===== src/rtl/fsm_pattern_seq.sv =====
// ---------------------------------------------------------------------------
// fsm_pattern_seq
//   State-sequenced pattern generator. A CW-bit index walks through DEPTH
//   states while running; x is looked up from a writable pattern table at
//   the current index. Supports start/stop control, per-cycle advance enable
//   and continuous (wrap) or one-shot operation.
//
// Parameters
//   WIDTH   width of x and of each pattern-table entry
//   DEPTH   number of sequence states (>= 2)
//   CW      index / address width, $clog2(DEPTH)
//
// Ports
//   clk       clock, all logic on posedge
//   rst_n     asynchronous active-low reset (table included)
//   en        advance enable while running; 0 holds the index
//   mode      0 = continuous, 1 = one-shot; captured when a start is accepted
//   start     pulse: leave IDLE and run from index 0
//   stop      pulse: abort to IDLE (wins over everything in RUN)
//   wr_en     pattern-table write strobe, accepted in any FSM state
//   wr_addr   table entry to write; addresses >= DEPTH are dropped
//   wr_data   table entry data
//   x         table[state] while running, else 0 (combinational)
//   state     current sequence index
//   busy      1 while running
//   done      one-cycle pulse when a one-shot run completes
//   wraps     (FSM_PATSEQ_WRAPCNT_EN only) saturating count of
//             continuous-mode wraps, cleared on an accepted start
//
// Build option
//   FSM_PATSEQ_WRAPCNT_EN : adds the wraps output and its counter.
// ---------------------------------------------------------------------------
module fsm_pattern_seq #(
  parameter  int WIDTH = 1,
  parameter  int DEPTH = 2,
  localparam int CW    = $clog2(DEPTH)
) (
  input  logic             clk,
  input  logic             rst_n,
  input  logic             en,
  input  logic             mode,
  input  logic             start,
  input  logic             stop,
  input  logic             wr_en,
  input  logic [CW-1:0]    wr_addr,
  input  logic [WIDTH-1:0] wr_data,
  output logic [WIDTH-1:0] x,
  output logic [CW-1:0]    state,
`ifdef FSM_PATSEQ_WRAPCNT_EN
  output logic [15:0]      wraps,
`endif
  output logic             busy,
  output logic             done
);

  typedef enum logic [1:0] {
    S_IDLE = 2'd0,
    S_RUN  = 2'd1,
    S_DONE = 2'd2
  } fsm_e;

  localparam logic [CW-1:0] LAST = CW'(DEPTH - 1);

  fsm_e             fsm_q,   fsm_d;
  logic [CW-1:0]    state_q, state_d;
  logic             mode_q,  mode_d;
  logic [WIDTH-1:0] table_q [DEPTH];

  // -------------------------------------------------------------------------
  // Next-state logic
  // -------------------------------------------------------------------------
  always_comb begin
    // NOTE: every output of this block gets a default first so that no path
    // leaves a signal unassigned and infers a latch.
    fsm_d   = fsm_q;
    state_d = state_q;
    mode_d  = mode_q;
    unique case (fsm_q)
      S_IDLE: begin
        state_d = '0;
        // A start that collides with stop is not accepted.
        if (start && !stop) begin
          fsm_d  = S_RUN;
          mode_d = mode;
        end
      end
      S_RUN: begin
        if (stop) begin
          fsm_d   = S_IDLE;
          state_d = '0;
        end else if (en) begin
          if (state_q == LAST) begin
            state_d = '0;
            if (mode_q) fsm_d = S_DONE;
          end else begin
            state_d = state_q + 1'b1;
          end
        end
      end
      S_DONE: begin
        fsm_d   = S_IDLE;
        state_d = '0;
      end
      default: begin
        fsm_d   = S_IDLE;
        state_d = '0;
      end
    endcase
  end

  // -------------------------------------------------------------------------
  // FSM / index registers
  // -------------------------------------------------------------------------
  always_ff @(posedge clk or negedge rst_n) begin
    // NOTE: sequential state is updated with non-blocking assignments so all
    // registers sample pre-edge values regardless of statement order.
    if (!rst_n) begin
      fsm_q   <= S_IDLE;
      state_q <= '0;
      mode_q  <= 1'b0;
    end else begin
      fsm_q   <= fsm_d;
      state_q <= state_d;
      mode_q  <= mode_d;
    end
  end

  // -------------------------------------------------------------------------
  // Pattern table. Per-entry address decode only matches 0..DEPTH-1, so
  // out-of-range writes fall through naturally, also for non-power-of-two
  // DEPTH.
  // -------------------------------------------------------------------------
  always_ff @(posedge clk or negedge rst_n) begin
    // NOTE: the table is a small flop array with a defined reset image
    // (entry 0 all ones, rest zero), so it is reset like any other register
    // rather than treated as an uninitialised RAM.
    if (!rst_n) begin
      for (int i = 0; i < DEPTH; i++) begin
        table_q[i] <= (i == 0) ? '1 : '0;
      end
    end else begin
      for (int i = 0; i < DEPTH; i++) begin
        if (wr_en && (wr_addr == CW'(i))) table_q[i] <= wr_data;
      end
    end
  end

`ifdef FSM_PATSEQ_WRAPCNT_EN
  // -------------------------------------------------------------------------
  // Continuous-mode wrap counter (saturating).
  // -------------------------------------------------------------------------
  logic [15:0] wraps_q, wraps_d;
  logic        start_acc;
  logic        wrap_evt;

  always_comb begin
    start_acc = (fsm_q == S_IDLE) && start && !stop;
    wrap_evt  = (fsm_q == S_RUN) && !stop && en && (state_q == LAST) && !mode_q;
    wraps_d   = wraps_q;
    if (start_acc) begin
      wraps_d = '0;
    end else if (wrap_evt && (wraps_q != 16'hFFFF)) begin
      wraps_d = wraps_q + 16'd1;
    end
  end

  always_ff @(posedge clk or negedge rst_n) begin
    if (!rst_n) wraps_q <= '0;
    else        wraps_q <= wraps_d;
  end

  assign wraps = wraps_q;
`endif

  // -------------------------------------------------------------------------
  // Outputs
  // -------------------------------------------------------------------------
  assign busy  = (fsm_q == S_RUN);
  assign done  = (fsm_q == S_DONE);
  assign state = state_q;
  assign x     = busy ? table_q[state_q] : '0;

endmodule


===== config.mk =====
export PLATFORM = sky130hd
export DESIGN_NAME = fsm_pattern_seq
export DESIGN_NICKNAME = d
export VERILOG_FILES = /design/src/rtl/fsm_pattern_seq.sv
export SDC_FILE = /design/constraint.sdc
export NUM_CORES = 1
export LEC_CHECK = 0
export ABC_CLOCK_PERIOD_IN_PS = 1750
export CAP_MARGIN = 20
export CORE_AREA = 2 2 39 41
export DETAILED_ROUTE_END_ITERATION = 16
export DIE_AREA = 0 0 41 43
export PLACE_DENSITY_LB_ADDON = 0.25
export SYNTH_ARGS = -nofsm -noshare
export SYNTH_HDL_FRONTEND = slang
export SYNTH_SLANG_ARGS = --single-unit

===== constraint.sdc =====
create_clock -name clk -period 1.75 [get_ports clk]
set_clock_uncertainty 0.15 [all_clocks]
set_input_delay 0.2625 -clock clk [delete_from_list [all_inputs] [get_ports clk]]
set_output_delay 0.2625 -clock clk [all_outputs]
set_load 0.02 [all_outputs]

Word level (Yosys, flattened, before mapping)
Index checks and enable logic that the tools add are counted.
W data, S select, Z words.
{"block": "totals", "reg_bits": 6, "input_bits": 9, "word_cells": 36}
{"block": "classes", "add_sub_neg": 1, "magnitude_cmp": 1, "eq_ne": 6, "muxes": 14, "bitwise": 2, "reduce_logical": 7}
{"cell": "$mux W2", "n": 5}
{"cell": "$mux W1", "n": 8}
{"cell": "$ne A3 B2 Y1 const B", "n": 2}
{"cell": "$pmux W2 S2", "n": 1}
{"cell": "$reduce_and A4 Y1", "n": 1}
{"cell": "$logic_and A1 B1 Y1", "n": 3}
{"cell": "$ne A3 B3 Y1 const B", "n": 1}
{"cell": "$eq A2 B1 Y1 const B", "n": 1}
{"cell": "$eq A2 B2 Y1 const B", "n": 1}
{"cell": "$ge A2 B2 Y1 const B", "n": 1}
{"cell": "$logic_not A2 Y1", "n": 1}
{"cell": "$ne A2 B2 Y1 const B", "n": 1}
{"cell": "$not A1 Y2", "n": 1}
{"cell": "$reduce_and A2 Y1", "n": 1}
{"cell": "$add A1 B1 Y1 const B", "n": 1}
{"cell": "$logic_not A1 Y1", "n": 1}
{"cell": "$not A1 Y1", "n": 1}

Longest topological paths before layout
Gate-level depths: netlist of run 1.
{"block": "logic_depth", "depth_word": 5, "mapped_depth": 2, "depth_no_buf": 2}

Least setup slack after synthesis of run 1
OpenSTA, ideal clock, no wires.
{"block": "synth_path", "kind": "reg-to-output", "startpoint": "register state_q, in the netlist state", "endpoint": "output port x", "arrival_time_ns": 0.919, "required_ns": 1.337, "slack_ns": 0.418, "stages_incl_launch_ff": 3, "n_path_buf": 0, "path_cell_list": "dfrtp_1 mux2i_1 nor2_1"}
{"block": "synth_via", "elab_chain_len": 5}
{"item": "start, declared", "line_no": "65", "source": "logic [CW-1:0] state_q, state_d;"}
{"item": "start signal, assigned", "line_no": "123", "source": "state_q <= state_d;"}
{"item": "$not A1 Y2 (not written as such)", "line_no": "181", "source": "assign x = busy ? table_q[state_q] : '0;"}
{"item": "$mux W1 (not written as such) (3 in a row)", "line_no": "181"}
{"item": "$mux W1", "line_no": "181"}
{"item": "end, declared", "line_no": "47", "source": "output logic [WIDTH-1:0] x,"}
Every way passes these cells. The select of a mux whose other input is x is not followed.

Worst setup path after layout of run 1
{"block": "layout_path", "startpoint": "register fsm_q[1]", "endpoint": "output port x"}
{"block": "layout_via", "elab_chain_len": 2}
{"item": "start, declared", "line_no": "64", "source": "fsm_e fsm_q, fsm_d;"}
{"item": "start signal, assigned", "line_no": "122", "source": "fsm_q <= fsm_d;"}
{"item": "$eq A2 B1 Y1", "line_no": "178", "source": "assign busy = (fsm_q == S_RUN);"}
{"item": "$mux W1", "line_no": "181"}
Every way passes these cells.

==> results.toml, run 1 <==
[run_status]
outcome = "finished clean"

[global_route]
grt_pass1_wl_um = 862
gr-usage-all-layers = 0.0758
grt_pass1_vias = 242
met3_usage = 0.0314
met2_usage = 0.113
busiest_layer = "met2"
grt_max_degree = 7
antenna_found_initial = 0
grt.overflow.total = 0
met1_usage = 0.0789

[clock_network]
clk_path_buf_depth = 2
cts_buffers = 3
post_cts_buffers = 0
cts_root_buf = "clkbuf_4"
clk-insertion-delay-late_ns = 0.24
ctsHtreeMaxLevel = 1
postCtsHoldBufs = 0
path_clk_slew_ns = 0.05
cts_tree = "built"
clock_sinks = 6

[routing]
drt_iter0_drc = 1
wl_per_cell_um = 9.16
ant_nets = 0
vias_per_cell = 4.03
drc_errors = 0
vias = 234
first_pass_iters = 3
wl_um = 531

[setup_path]
r2r_cells = 3
cp_top_family = "flip-flops"
path_buf_inv = 1
max_stage_delay_ns = 0.37
crit_path_cell_trace = "nand2b_1 > nor2_1 > dlygate4sd2_1"
startpoint_type = "register"
crit_required_ns = 1.34
r2r_slack_ns = 0.38
end_kind = "output port"
worstPathArrival_ns = 1.24
crit_type = "reg -> out"
slowest_stage = "dfrtp_1"
reg2reg_to = "mode_q"
cp_max_fo = 4
r2r-start = "fsm_q[1]"

[sta]
timing.final.crit_share = 0.945
finalSetupTns_ns = 0
fin_ws_ns = 0.0970
rsz0062_at_grt = "no"
hold_viol_final = 0
maxSlewHeadroom = 0.822
setup_violations = 0
fin_crit_ns = 1.65
tightestPinTransition_ns = 0.267
fmax_ghz = 0.605
finalMaxSlewViolations = 0

[power]
peakVddDrop_uv = 355
leakage_nw = 0.207
power.density_nw_per_um2 = 784

[hold_path]
hp-class = "in -> async"

[floorplanning]
start_util = 0.204
io_pins = 13
die-area_um2 = 1760
rows = 14
fp.coreArea_um2 = 1380
die_w_um = 41
fp.dieH_um = 43

[synth]
synth-edff-count = 0
syn_area_um2 = 283
synth-main-ff-cell = "dfrtp_1"
synth_cell_types = 15
yosys.area.top_type = "dfrtp_1"
synth-seq-cells = 6
synth.top_cell.area_share = 0.442
ys_warn_count = 0
synthTopCellsByCount = "5 x dfrtp_1, 3 x mux2_1, 2 x nor2_1, 2 x nor2b_1, 2 x nor3_1"
synth_async_sr_flop_share = 1.00
avgSynthCellArea_um2 = 11.8
synth_fp_nets = 33
synth.top_cells.by_area = "dfrtp_1 44%, mux2_1 12%, dfstp_2 9.3%"
yosysMostFrequentCell = "dfrtp_1"
synth_cells = 24
ys_seq_area_frac = 0.535

[layout]
n_fill_cell = 150
nets = 52
num_antenna_cells = 0
post-route-util = 0.332
drive_gt1_frac = 0.167
area_growth_pct = 62.4

[placed_design]
dp_slack_ns = 0.0684
port_buffers = 12
dp_hpwl_um = 436
gp_congestion = 0.609

[flow_run]
drv_cap = 0
## area by class of cell
class                   count  area, um2  share of cell area
repair buffers             14        130               0.283
flip-flops and latches      6        151               0.330
inverters                   1       3.75             0.00817
multi-input cells          17        128               0.278
clock buffers               4       26.3              0.0572
well taps                  16       20.0              0.0436
## power breakdown
group / internal (mW) / switching [mW] / total (mW) / leakage [nW]
combinational: 0.0356 / 0.0250 / 0.0605 / 0.118
clock: 0.0863 / 0.0485 / 0.135 / 0.0150
sequential: 0.156 / 0.00893 / 0.165 / 0.0741
total: 0.278 / 0.0824 / 0.360 / 0.207
## worst max path at each step
stage,cells after the start,slack [ns],to,from
after global placement,3,0.07,x,fsm_q[1]
after CTS,3,0.07,x,fsm_q[1]
after detailed placement,3,0.07,x,fsm_q[1]
after global routing,3,0.03,x,fsm_q[1]
final,3,0.1,x,fsm_q[1]
after floorplan,2,0.42,x,state
## layout by cell type, fill, tap and decap left out
cell type,n
nor2_1,2
nand2b_1,1
clkdlybuf4s50_1,8
dfstp_2,1
clkbuf_4,3
and4_1,1
buf_4,2
mux2_1,3
nor2b_1,2
dlygate4sd2_1,4
nand3_1,1
xnor2_1,1
nand2_1,1
dfrtp_1,5
clkbuf_1,1
nor3_1,2
inv_1,1
nor4_1,1
mux2i_1,1
nor4b_2,1
## routing by layer
metal / routed length, um / share of wire
met1: 212 / 0.40
met2: 264 / 0.50
met3: 54 / 0.10
met4: 0 / 0
met5: 0 / 0
## timing repair
item	CTS	global route
endpoints found under the setup margin	4	0
resized for setup	4	0
endpoints found under the hold margin	0	0
## state kept, by name, indices dropped and copies added, names as in the netlist
| signal | cells |
|---|---|
| fsm_q | 2 |
| table_q | 2 |
| mode_q | 1 |
| state | 1 |
## stage by stage
step                      cells  area (um2)  power [mW]  hold slack (ns)
after detailed placement     54         438       0.232            0.340
after floorplan              24         283       0.193           -0.183
after CTS                    58         459       0.371            0.113
after global placement       54         438       0.231            0.332
after global routing         58         459       0.383            0.126
final                        58         459       0.360            0.107
## cell families (layout without fill, tap and decap cells)
kind of cell | count (synthesis) | count (layout) | synth area share
XOR/XNOR | 1 | 1 | 0.0310
flip-flops | 6 | 6 | 0.535
multiplexers | 4 | 4 | 0.155
AND/OR/NAND/NOR | 12 | 12 | 0.265
buffers and inverters | 1 | 19 | 0.0133
(Power assumes the default switching activity.)
==> inputs of run 2 (changes only) <==
--- a/config.mk
+++ b/config.mk
@@ -8,9 +8,11 @@
 export ABC_CLOCK_PERIOD_IN_PS = 1750
 export CAP_MARGIN = 20
 export CORE_AREA = 2 2 39 41
+export CTS_BUF_LIST = sky130_fd_sc_hd__clkbuf_4 sky130_fd_sc_hd__clkbuf_8 sky130_fd_sc_hd__clkbuf_16
 export DETAILED_ROUTE_END_ITERATION = 16
 export DIE_AREA = 0 0 41 43
 export PLACE_DENSITY_LB_ADDON = 0.25
+export SLEW_MARGIN = 20
 export SYNTH_ARGS = -nofsm -noshare
 export SYNTH_HDL_FRONTEND = slang
 export SYNTH_SLANG_ARGS = --single-unit
==> run 2 against run 1 <==
Wire length up 0.38%. Sequential power hardly changed. Register-to-register slack hardly changed. Worst hold slack about the same. Final cell count unchanged. Via count did not move. Highest routed layer unchanged. Flip-flop and latch count unchanged. Final area rose by 0.82%. Non-clock buffer count unchanged. Largest cell class unchanged. Clock power grew 11%. First-iteration DRC count did not move.
==> results.toml, run 2 (same netlist as run 1, synthesis figures left out) <==
[routing]
wl_um = 533
vias_per_cell = 4.03
drt_iter0_drc = 1
first_pass_iters = 3
wl_per_cell_um = 9.19
vias = 234
ant_nets = 0
drc_errors = 0

[setup_path]
crit_end = "x"
crit_required_ns = 1.34
max_stage_delay_ns = 0.36
crit_path_start = "fsm_q[1]"
path_buf_inv = 1
cp_max_fo = 4
end_kind = "output port"
r2r_slack_ns = 0.39
crit_path_cell_trace = "nand2b_1 > nor2_1 > dlygate4sd2_1"
r2r-start = "fsm_q[1]"
reg2reg_to = "mode_q"
slowest_stage = "dfrtp_1"
r2r_cells = 3
worstPathArrival_ns = 1.24
cp.depth = 3
crit_type = "reg -> out"
cp_top_family = "flip-flops"
startpoint_type = "register"

[layout]
drive_gt1_frac = 0.190
seq_area_um2 = 151
nets = 52
multi_input_area_um2 = 128
n_fill_cell = 148
instances_no_fill = 58
mostFrequentLayoutCell = "clkdlybuf4s50_1"
final_cell_mix = "8 x clkdlybuf4s50_1, 5 x dfrtp_1, 4 x clkbuf_4, 4 x dlygate4sd2_1, 3 x mux2_1"
num_antenna_cells = 0
reg_top3 = "fsm_q (2), table_q (2)"
fin_area_um2 = 463
area_growth_pct = 63.7

[sta]
finalSetupTns_ns = 0
maxSlewHeadroom = 0.821
finalMaxSlewViolations = 0
fmax_ghz = 0.605
tightestPinTransition_ns = 0.267
setup_violations = 0
rsz0062_at_grt = "no"
timing.final.crit_share = 0.945
fin_crit_ns = 1.65
whs_ns = 0.108
hold_viol_final = 0

[floorplanning]
die_w_um = 41
fp.dieH_um = 43
start_util = 0.204
io_pins = 13
die-area_um2 = 1760
fp.coreArea_um2 = 1380
rows = 14

[power]
power_frac_seq = 0.439
combPwrFrac = 0.161
p_switching_uw = 82.3
clkPwrFrac = 0.400
power.density_nw_per_um2 = 811
sw_frac_of_total = 0.219
p_int_uw = 293
total_power_uw = 375
peakVddDrop_uv = 312
leakage_nw = 0.210

[clock_network]
cts_tree = "built"
clk-insertion-delay-late_ns = 0.24
clock_sinks = 6
ctsHtreeMaxLevel = 1
post_cts_buffers = 0
cts_root_buf = "clkbuf_4"
path_clk_slew_ns = 0.05
cts_buffers = 3
clk_path_buf_depth = 2

[flow_run]
drv_cap = 0

[global_route]
grt.overflow.total = 0
grt_pass1_wl_um = 876
gr-usage-all-layers = 0.0789
grt_max_degree = 7
grt_pass1_vias = 243
antenna_found_initial = 0

[placed_design]
port_buffers = 12
gp_congestion = 0.609
dp_cells = 54
place_area_um2 = 438
dp_hpwl_um = 436

[hold_path]
hp-class = "in -> async"

[run_status]
outcome = "finished clean"
run 2: final cells by class:
class	count	area share
inverter	1	0.00811
multi-input combinational	17	0.276
tap	16	0.0432
sequential	6	0.327
timing repair buffer	14	0.281
clock buffer	4	0.0649
run 2: per-stage QoR:
stage | setup WS, ns | util
2_1_floorplan | 0.418 | -
3_3_place_gp | 0.0725 | 0.316
3_5_place_dp | 0.0684 | 0.316
4_1_cts | 0.0734 | 0.335
5_1_grt | 0.0236 | 0.335
6_report | 0.0970 | 0.335
run 2: worst min-delay path by stage:
stage	from	to	slack [ns]	depth (start not counted)
after floorplan	rst_n	fsm_q[0]	-0.18	0
after global placement	table_q[0]	table_q[0]	0.33	1
after detailed placement	table_q[0]	table_q[0]	0.34	1
after CTS	rst_n	mode_q	0.11	1
after global routing	rst_n	table_q[0]	0.12	1
final	rst_n	mode_q	0.11	1
run 2: routing by layer:
layer,vias up,GRT usage,wire length [um]
met5,-,0,0
met1,104,0.0789,210
met4,0,0.0800,0
met2,8,0.113,269
li1,122,-,-
met3,0,0.0314,54
run 2: timing repair:
item	CTS	global route
gates resized for setup	4	0
hold buffers	0	0
setup endpoints to repair	4	0
hold endpoints to repair	0	0
run 2: power by group through the flow:
| stage | clock [mW] | combinational, mW | sequential (mW) |
|---|---|---|---|
| global route | 0.166 | 0.0667 | 0.167 |
| floorplan | 0 | 0.0266 | 0.166 |
| CTS | 0.161 | 0.0618 | 0.165 |
| finish | 0.150 | 0.0605 | 0.165 |
| detailed placement | 0 | 0.0651 | 0.167 |
| global placement | 0 | 0.0646 | 0.166 |
